## src/rtl/tqvp_reg_arbiter.sv

```systemverilog
// Two-master round-robin arbiter for the TinyQV peripheral register port.
// One transaction at a time, with a read timeout and width-based read-data masking.
module tqvp_reg_arbiter #(
    parameter int ADDR_W  = 6,
    parameter int TIMEOUT = 255
) (
    input  logic              clk,
    input  logic              rst_n,
    input  logic [ADDR_W-1:0] a_address,
    input  logic [31:0]       a_wdata,
    input  logic [1:0]        a_write_n,
    input  logic [1:0]        a_read_n,
    output logic              a_ack,
    output logic              a_err,
    output logic [31:0]       a_rdata,
    input  logic [ADDR_W-1:0] b_address,
    input  logic [31:0]       b_wdata,
    input  logic [1:0]        b_write_n,
    input  logic [1:0]        b_read_n,
    output logic              b_ack,
    output logic              b_err,
    output logic [31:0]       b_rdata,
    output logic [ADDR_W-1:0] p_address,
    output logic [31:0]       p_data_in,
    output logic [1:0]        p_data_write_n,
    output logic [1:0]        p_data_read_n,
    input  logic [31:0]       p_data_out,
    input  logic              p_data_ready,
    output logic              busy
);

    typedef enum logic [1:0] {
        S_IDLE  = 2'd0,
        S_WRITE = 2'd1,
        S_READ  = 2'd2,
        S_DONE  = 2'd3
    } state_t;

    localparam logic [7:0] TO_LAST = 8'(TIMEOUT - 1);

    state_t            r_state;
    logic              r_grantB;
    logic              r_lastGrantB;
    logic              r_err;
    logic [1:0]        r_width;
    logic [7:0]        r_count;
    logic [ADDR_W-1:0] r_addr;
    logic [31:0]       r_wdata;
    logic [31:0]       r_aRdata;
    logic [31:0]       r_bRdata;

    logic              w_aPend;
    logic              w_bPend;
    logic              w_pickB;
    logic [1:0]        w_selWrite_n;
    logic [1:0]        w_selRead_n;
    logic              w_selIsWrite;
    logic [1:0]        w_selWidth;
    logic [31:0]       w_masked;

    assign w_aPend = (a_write_n != 2'b11) || (a_read_n != 2'b11);
    assign w_bPend = (b_write_n != 2'b11) || (b_read_n != 2'b11);

    // Under contention the requester that did not win last time goes first.
    assign w_pickB      = w_bPend && (!w_aPend || !r_lastGrantB);
    assign w_selWrite_n = w_pickB ? b_write_n : a_write_n;
    assign w_selRead_n  = w_pickB ? b_read_n  : a_read_n;
    assign w_selIsWrite = (w_selWrite_n != 2'b11);
    assign w_selWidth   = w_selIsWrite ? w_selWrite_n : w_selRead_n;

    always_comb begin
        w_masked = p_data_out;
        case (r_width)
            2'b00:   w_masked = {24'd0, p_data_out[7:0]};
            2'b01:   w_masked = {16'd0, p_data_out[15:0]};
            default: w_masked = p_data_out;
        endcase
    end

    always_ff @(posedge clk or negedge rst_n) begin
        if (!rst_n) begin
            r_state      <= S_IDLE;
            r_grantB     <= 1'b0;
            r_lastGrantB <= 1'b1;
            r_err        <= 1'b0;
            r_width      <= 2'b11;
            r_count      <= 8'd0;
            r_addr       <= '0;
            r_wdata      <= 32'd0;
            r_aRdata     <= 32'd0;
            r_bRdata     <= 32'd0;
        end else begin
            case (r_state)
                S_IDLE: begin
                    if (w_aPend || w_bPend) begin
                        r_grantB <= w_pickB;
                        r_addr   <= w_pickB ? b_address : a_address;
                        r_wdata  <= w_pickB ? b_wdata : a_wdata;
                        r_width  <= w_selWidth;
                        r_err    <= 1'b0;
                        r_count  <= 8'd0;
                        r_state  <= w_selIsWrite ? S_WRITE : S_READ;
                    end
                end
                S_WRITE: begin
                    r_state <= S_DONE;
                end
                S_READ: begin
                    // Ready wins over an expiring timeout in the same cycle.
                    if (p_data_ready) begin
                        if (r_grantB) r_bRdata <= w_masked;
                        else          r_aRdata <= w_masked;
                        r_state <= S_DONE;
                    end else if ((TIMEOUT != 0) && (r_count == TO_LAST)) begin
                        if (r_grantB) r_bRdata <= 32'd0;
                        else          r_aRdata <= 32'd0;
                        r_err   <= 1'b1;
                        r_state <= S_DONE;
                    end else begin
                        r_count <= r_count + 8'd1;
                    end
                end
                S_DONE: begin
                    r_lastGrantB <= r_grantB;
                    r_count      <= 8'd0;
                    r_state      <= S_IDLE;
                end
                default: begin
                    r_state <= S_IDLE;
                end
            endcase
        end
    end

    assign a_ack          = (r_state == S_DONE) && !r_grantB;
    assign b_ack          = (r_state == S_DONE) &&  r_grantB;
    assign a_err          = a_ack && r_err;
    assign b_err          = b_ack && r_err;
    assign a_rdata        = r_aRdata;
    assign b_rdata        = r_bRdata;
    assign p_address      = r_addr;
    assign p_data_in      = r_wdata;
    assign p_data_write_n = (r_state == S_WRITE) ? r_width : 2'b11;
    assign p_data_read_n  = (r_state == S_READ)  ? r_width : 2'b11;
    assign busy           = (r_state != S_IDLE);

endmodule

```

## config.mk

```make
export PLATFORM = sky130hd
export DESIGN_NAME = tqvp_reg_arbiter
export DESIGN_NICKNAME = d
export VERILOG_FILES = /design/src/rtl/tqvp_reg_arbiter.sv
export SDC_FILE = /design/constraint.sdc
export NUM_CORES = 1
export LEC_CHECK = 0
export BUFFER_PORTS_ARGS = -buffer_cell sky130_fd_sc_hd__buf_2
export CORE_AREA = 3 3 109 111
export DETAILED_ROUTE_END_ITERATION = 10
export DIE_AREA = 0 0 112 114
export PLACE_DENSITY = 0.82
export SETUP_SLACK_MARGIN = 0.4
export SYNTH_ARGS = -nofsm -noshare
export SYNTH_HDL_FRONTEND = slang
export SYNTH_SLANG_ARGS = --single-unit
export TNS_END_PERCENT = 50
```

## constraint.sdc

```tcl
create_clock -name clk -period 4.9 [get_ports clk]
set_input_delay 0.245 -clock clk [delete_from_list [all_inputs] [get_ports clk]]
set_output_delay 0.245 -clock clk [all_outputs]
set_load 0.05 [all_outputs]
```

==> results of run 1 <==
==> flip-flops by register name, indices dropped and copies added, names as in the netlist <==
register and cells:
r_lastGrantB 1, r_width 2, r_count 8, r_state 2, p_data_in 32, p_address 6
r_err 1, a_rdata 32, b_rdata 32, r_grantB 1
==> what timing repair did <==
item | CTS | global route
endpoints found under the hold margin | 82 | 0
hold buffers | 51 | 0
resized for setup | 0 | 0
==> Yosys cell counts (7+ instances only) <==
library cell  instances  area (µm²)
a21oi_1               9        45.0
and2_1               10        62.6
and3_1               26         163
buf_6                 8        90.1
clkbuf_1             12        45.0
dfrtp_1             114        2850
ha_1                  7        87.6
inv_1                 9        33.8
mux2_2               34         383
mux2_4               30         450
mux2i_1              42         420
nand2_1              45         169
o21ai_0              10        50.1
o21ai_1              35         175
==> placed cells by master (no fill, tap or decap), types with 16 or more instances in the layout <==
cell type and n:
dlygate4sd3_1 51, clkbuf_16 16, nand2_1 45, buf_2 228, and3_1 26, mux2_4 30
mux2i_1 42, o21ai_1 35, mux2_2 34, dfrtp_1 114
==> metal layers <==
metal / vias to the layer above / track usage [%] / share of wire (%)
met2: 243 / 41.0 / 49
li1: 2200 / - / -
met1: 2283 / 31.0 / 40
met4: 0 / 9.86 / 2.0
met5: - / 0 / 0
met3: 30 / 8.38 / 8.9
==> final timing paths <==
kind                               from       endpoint  slack, ns  depth (start not counted)
setup / recovery           r_lastGrantB  p_data_in[25]       2.52                          5
hold / removal             a_address[3]   p_address[3]       0.02                          3
setup reg to reg           r_lastGrantB  p_data_in[25]       2.52                          5
hold reg to reg            p_data_in[1]   p_data_in[1]       0.48                          2
max in group asynchronous         rst_n    a_rdata[12]       3.29                          3
min in group asynchronous         rst_n     b_rdata[8]       0.34                          2
==> area by class of cell <==
| class | instances | area (µm²) |
|---|---|---|
| clock buffer | 23 | 467 |
| inverter | 9 | 33.8 |
| tap | 140 | 175 |
| multi-input combinational | 307 | 2490 |
| timing repair buffer | 284 | 1690 |
| fill | 720 | 3010 |
| sequential | 117 | 2930 |
| clock inverter | 8 | 100 |
==> logic make-up after synthesis <==
kind of cell | synth area share (%)
AND/OR/NAND/NOR | 11.3
flip-flops | 52.0
adder cells (fa/ha/maj) | 1.55
buffers and inverters | 4.17
multiplexers | 22.4
AO/OA/AOI/OAI | 8.52
==> per-stage QoR <==
step | power, µW | hold slack (ns) | cell area (µm²) | utilization [%]
2_1_floorplan | 3890 | -0.0506 | 5640 | -
3_3_place_gp | 4490 | 0.327 | 6810 | 62.5
3_5_place_dp | 4570 | 0.338 | 6810 | 62.5
4_1_cts | 5860 | 0.000142 | 7880 | 72.4
5_1_grt | 6140 | 0.0200 | 7880 | 72.4
6_report | 5850 | 0.0236 | 7880 | 72.4
==> tightest hold or removal path, cell delays in order <==
cell	delay [ns]
buf_2	0.09
mux2i_1	0.06
o21ai_1	0.11
==> power groups by stage <==
stage	clock [µW]	combinational [µW]	sequential [µW]
4_1_cts	1200	3020	1630
6_report	1180	3040	1630
2_1_floorplan	0	1070	2820
3_3_place_gp	0	2870	1620
5_1_grt	1240	3210	1680
3_5_place_dp	0	2930	1630
==> results.cfg, run 1 <==
[sta]
slew_headroom_pct = 48.2
clock_skew_ns = 0.0107
fmax_mhz = 419
worst_slack_ns = 2.52
tns_ns = 0
hold_violations = 0
setup_viol_count_final = 0
maxSlewViolCount = 0
rsz0062_at_grt = no
post-route-min-period_ns = 2.38
finalCritPeriodShare_pct = 48.7
worst_slew_pin_slew_ns = 0.777

[pwr]
comb_power_share_pct = 52.0
pwr-share-seq_pct = 27.9
power.share.switching_pct = 48.3
vdd_ir_drop_max_v = 0.000469
switching_power_uw = 2820
clockPowerShare_pct = 20.2
p_int_uw = 3030
power_density_nw_per_um2 = 742
leakagePower_uw = 0.00426

[placement]
place_congestion = 0.842
dp_cells = 806
io_buffers = 229
hpwl_um = 10300
dp_slack_ns = 2.56

[flow_run]
cap_violations = 0

[routing]
vias = 4756
postRouteWirelength_um = 15700
drc = 0
dr.pass1.iters = 5
ant_nets = 0
via_per_inst = 5.36
wl_per_cell_um = 17.7
drtIter0Drc = 319

[global_routing]
grt_usage_pct = 25.1
grt_pass1_vias = 4937
grt_start_max_net_pins = 81
antenna_found_initial = 0
grt_pass1_wl_um = 25300
grt_overflow = 0

[floorplanning]
start_util_pct = 51.8
die_y_um = 114
rows = 38
die_width_um = 112
boundaryPins = 230
coreArea_um2 = 10900
die-area_um2 = 12800

[cells_and_area]
areaGrowthSynthToFinish_pct = 39.8
drive_above_1_share_pct = 45.2
num_antenna_cells = 0
final_cells = 888
finalNetCount = 862

[synth]
synth_edf_count = 0
synth.distinct_cells = 50
synth_nets = 590
ys.flop_type = dfrtp_1
synth_area_per_cell_um2 = 12.2
syn_area_um2 = 5640
yosysSeqAreaShare_pct = 52.0
synthCells = 464
synthArstFlopShare_pct = 100
synth_seq_cells = 117
yosys_warnings = 0

[clocking]
clk_pin_slew_ns = 0.06
clk_latency_ns = 0.52
numCtsBuffers = 17
cts_setup_buffers = 0
cts_tree = done
cts.sinks = 117
cts-root-buf = clkbuf_8
htreeDepth = 4
clockBufferDepth = 2

[setup_path]
cpPeakStageDelay_ns = 0.59
path_class = register to register
cp-end-kind = register
critical_path_required_ns = 5.26
critPathArrivalTime_ns = 2.75
worst-path-buf-inv = 2
crit_path_max_fanout = 33
cpLargestDelayFamily = buffers and inverters
cp_cell_sequence = a21oi_4 -> buf_4 -> mux2i_1 -> dlygate4sd3_1 -> o21ai_1
startpoint_type = register
critPathSlowestCell = dlygate4sd3_1

[status]
status = completed

[worst_hold_path]
min_path_type = input pin to register
(Power assumes the default switching activity.)
==> run 2: changes to the inputs <==
CORE_AREA = 3 3 112 114   (was 3 3 109 111)
DIE_AREA = 0 0 115 117   (was 0 0 112 114)
PLACE_DENSITY = 0.78   (was 0.82)
clock period = 2.36 ns   (was 4.9 ns; I/O delays follow)
==> run 2 against run 1 <==
Maximum frequency is 24% higher. Total power is 110% higher. Die area is 5.4% higher. Utilization is 0.93 points lower. Worst hold slack worse by 0.017 ns. Critical path depth is 3 higher. Combinational power is 110% higher. Count of clock-buffer cells in the layout is 1 lower. Clock power is 110% higher. Critical path type unchanged. Clock skew is 0.00081 ns lower. Non-clock buffer count is 24 higher. Critical endpoint is now a_rdata[17].
==> results.cfg, run 2 (same netlist as run 1, synthesis figures left out) <==
[status]
status = completed

[sta]
rsz0062_at_grt = no
worst_slew_pin_slew_ns = 0.624
post-route-min-period_ns = 1.92
hold_ws_ns = 0.00675
tns_ns = 0
maxSlewViolCount = 0
clock_skew_ns = 0.00985
fmax_mhz = 522
hold_violations = 0
slew_headroom_pct = 58.3
setup_viol_count_final = 0
finalCritPeriodShare_pct = 81.2

[global_routing]
grt_usage_pct = 24.6
grt_pass1_wl_um = 25600
grt_overflow = 0
antenna_found_initial = 0
grt_start_max_net_pins = 74
grt_pass1_vias = 5018

[clocking]
cts.sinks = 117
clockBufferDepth = 2
htreeDepth = 4
cts_tree = done
numCtsBuffers = 17
clk_latency_ns = 0.41
cts-root-buf = clkbuf_16
clk_pin_slew_ns = 0.05

[floorplanning]
die_width_um = 115
die-area_um2 = 13500
rows = 39
start_util_pct = 49.0
boundaryPins = 230
die_y_um = 117
coreArea_um2 = 11500

[pwr]
p_int_uw = 6390
pwr-share-seq_pct = 27.4
power_density_nw_per_um2 = 1500
vdd_ir_drop_max_v = 0.00109
power.share.switching_pct = 48.2
comb_power_share_pct = 52.7
switching_power_uw = 5950
leakagePower_uw = 0.00442
clockPowerShare_pct = 20.0

[setup_path]
cp-end-kind = register
startpoint_type = register
reg2reg_slack_ns = 0.44
path_class = register to register
timing.rr.end = a_rdata[17]
critical_path_required_ns = 2.65
critPathArrivalTime_ns = 2.20
r2r-start = r_count[0]
ff2ff_path_depth = 8
crit_path_max_fanout = 8

[routing]
dr.pass1.iters = 5
wl_per_cell_um = 18.6
via_per_inst = 5.40
ant_nets = 0
vias = 4939
drc = 0
drtIter0Drc = 372
postRouteWirelength_um = 17000

[worst_hold_path]
hold_path.startpoint = b_address[1]
min_path_type = input pin to register
worstHoldEndpoint = p_address[1]
hold_depth = 3

[cells_and_area]
areaGrowthSynthToFinish_pct = 46.0
final_util_pct = 71.5
num_antenna_cells = 0
final_cells = 915
drive_above_1_share_pct = 46.6
finalNetCount = 886
layout_common_cells = buf_2, dfrtp_1, dlygate4sd3_1
final_common_cell = buf_2
nFillCells = 781

[placement]
dp_cells = 815
io_buffers = 229
place_congestion = 0.881
hpwl_um = 10900

[flow_run]
cap_violations = 0
==> run 2: through the flow <==
step           setup WS, ns  instance area [µm²]  power (µW)
2_1_floorplan         0.400                 5640        8080
3_5_place_dp          0.269                 6910        9600
3_3_place_gp          0.371                 6910        9430
4_1_cts               0.390                 8090       12200
5_1_grt               0.389                 8230       12900
6_report              0.443                 8230       12300
==> run 2: worst max-delay path by stage <==
stage	slack, ns	cells past startpoint	to	start
after global routing	0.39	8	a_rdata[26]	r_count[0]
after global placement	0.37	7	b_rdata[11]	r_count[0]
after CTS	0.39	7	b_rdata[5]	r_count[0]
after detailed placement	0.27	7	b_rdata[22]	r_count[0]
after floorplan	0.40	6	r_state[0]	r_state[0]
final	0.44	8	a_rdata[17]	r_count[0]
==> run 2: what timing repair did <==
action	CTS	global route
hold endpoints to repair	146	0
gates cloned	0	3
setup buffers	3	4
hold buffers	59	0
resized for setup	2	7
pin swaps	0	1
endpoints found under the setup margin	55	86
==> run 2: routing by layer <==
| metal | up-vias | routed length [µm] | track usage, % |
|---|---|---|---|
| li1 | 2261 | - | - |
| met1 | 2400 | 6980 | 30.3 |
| met2 | 256 | 8270 | 40.6 |
| met3 | 22 | 1510 | 8.33 |
| met4 | 0 | 225 | 8.61 |
| met5 | - | 0 | 0 |
==> run 2: area by class of cell <==
type	count	area (µm²)	share of cell area, %
Timing Repair Buffer	308	2000	24.3
Inverter	9	33.8	0.410
Tap cell	143	179	2.17
Multi-Input combinational cell	307	2520	30.6
Clock inverter	9	104	1.26
Clock buffer	22	464	5.64
Sequential cell	117	2930	35.6
==> run 2: critical path, stage by stage (launching register included) <==
cell	delay (ns)
dfrtp_1	0.40
inv_2	0.09
ha_4	0.14
and3_4	0.19
a21oi_2	0.08
nor3_4	0.25
buf_12	0.15
buf_6	0.15
mux2_2	0.35
==> run 2: power by group through the flow <==
stage,Clock [µW],Combinational (µW),Sequential [µW]
2_1_floorplan,0,2230,5850
6_report,2470,6500,3380
3_5_place_dp,0,6230,3370
4_1_cts,2500,6350,3360
3_3_place_gp,0,6100,3330
5_1_grt,2600,6830,3460
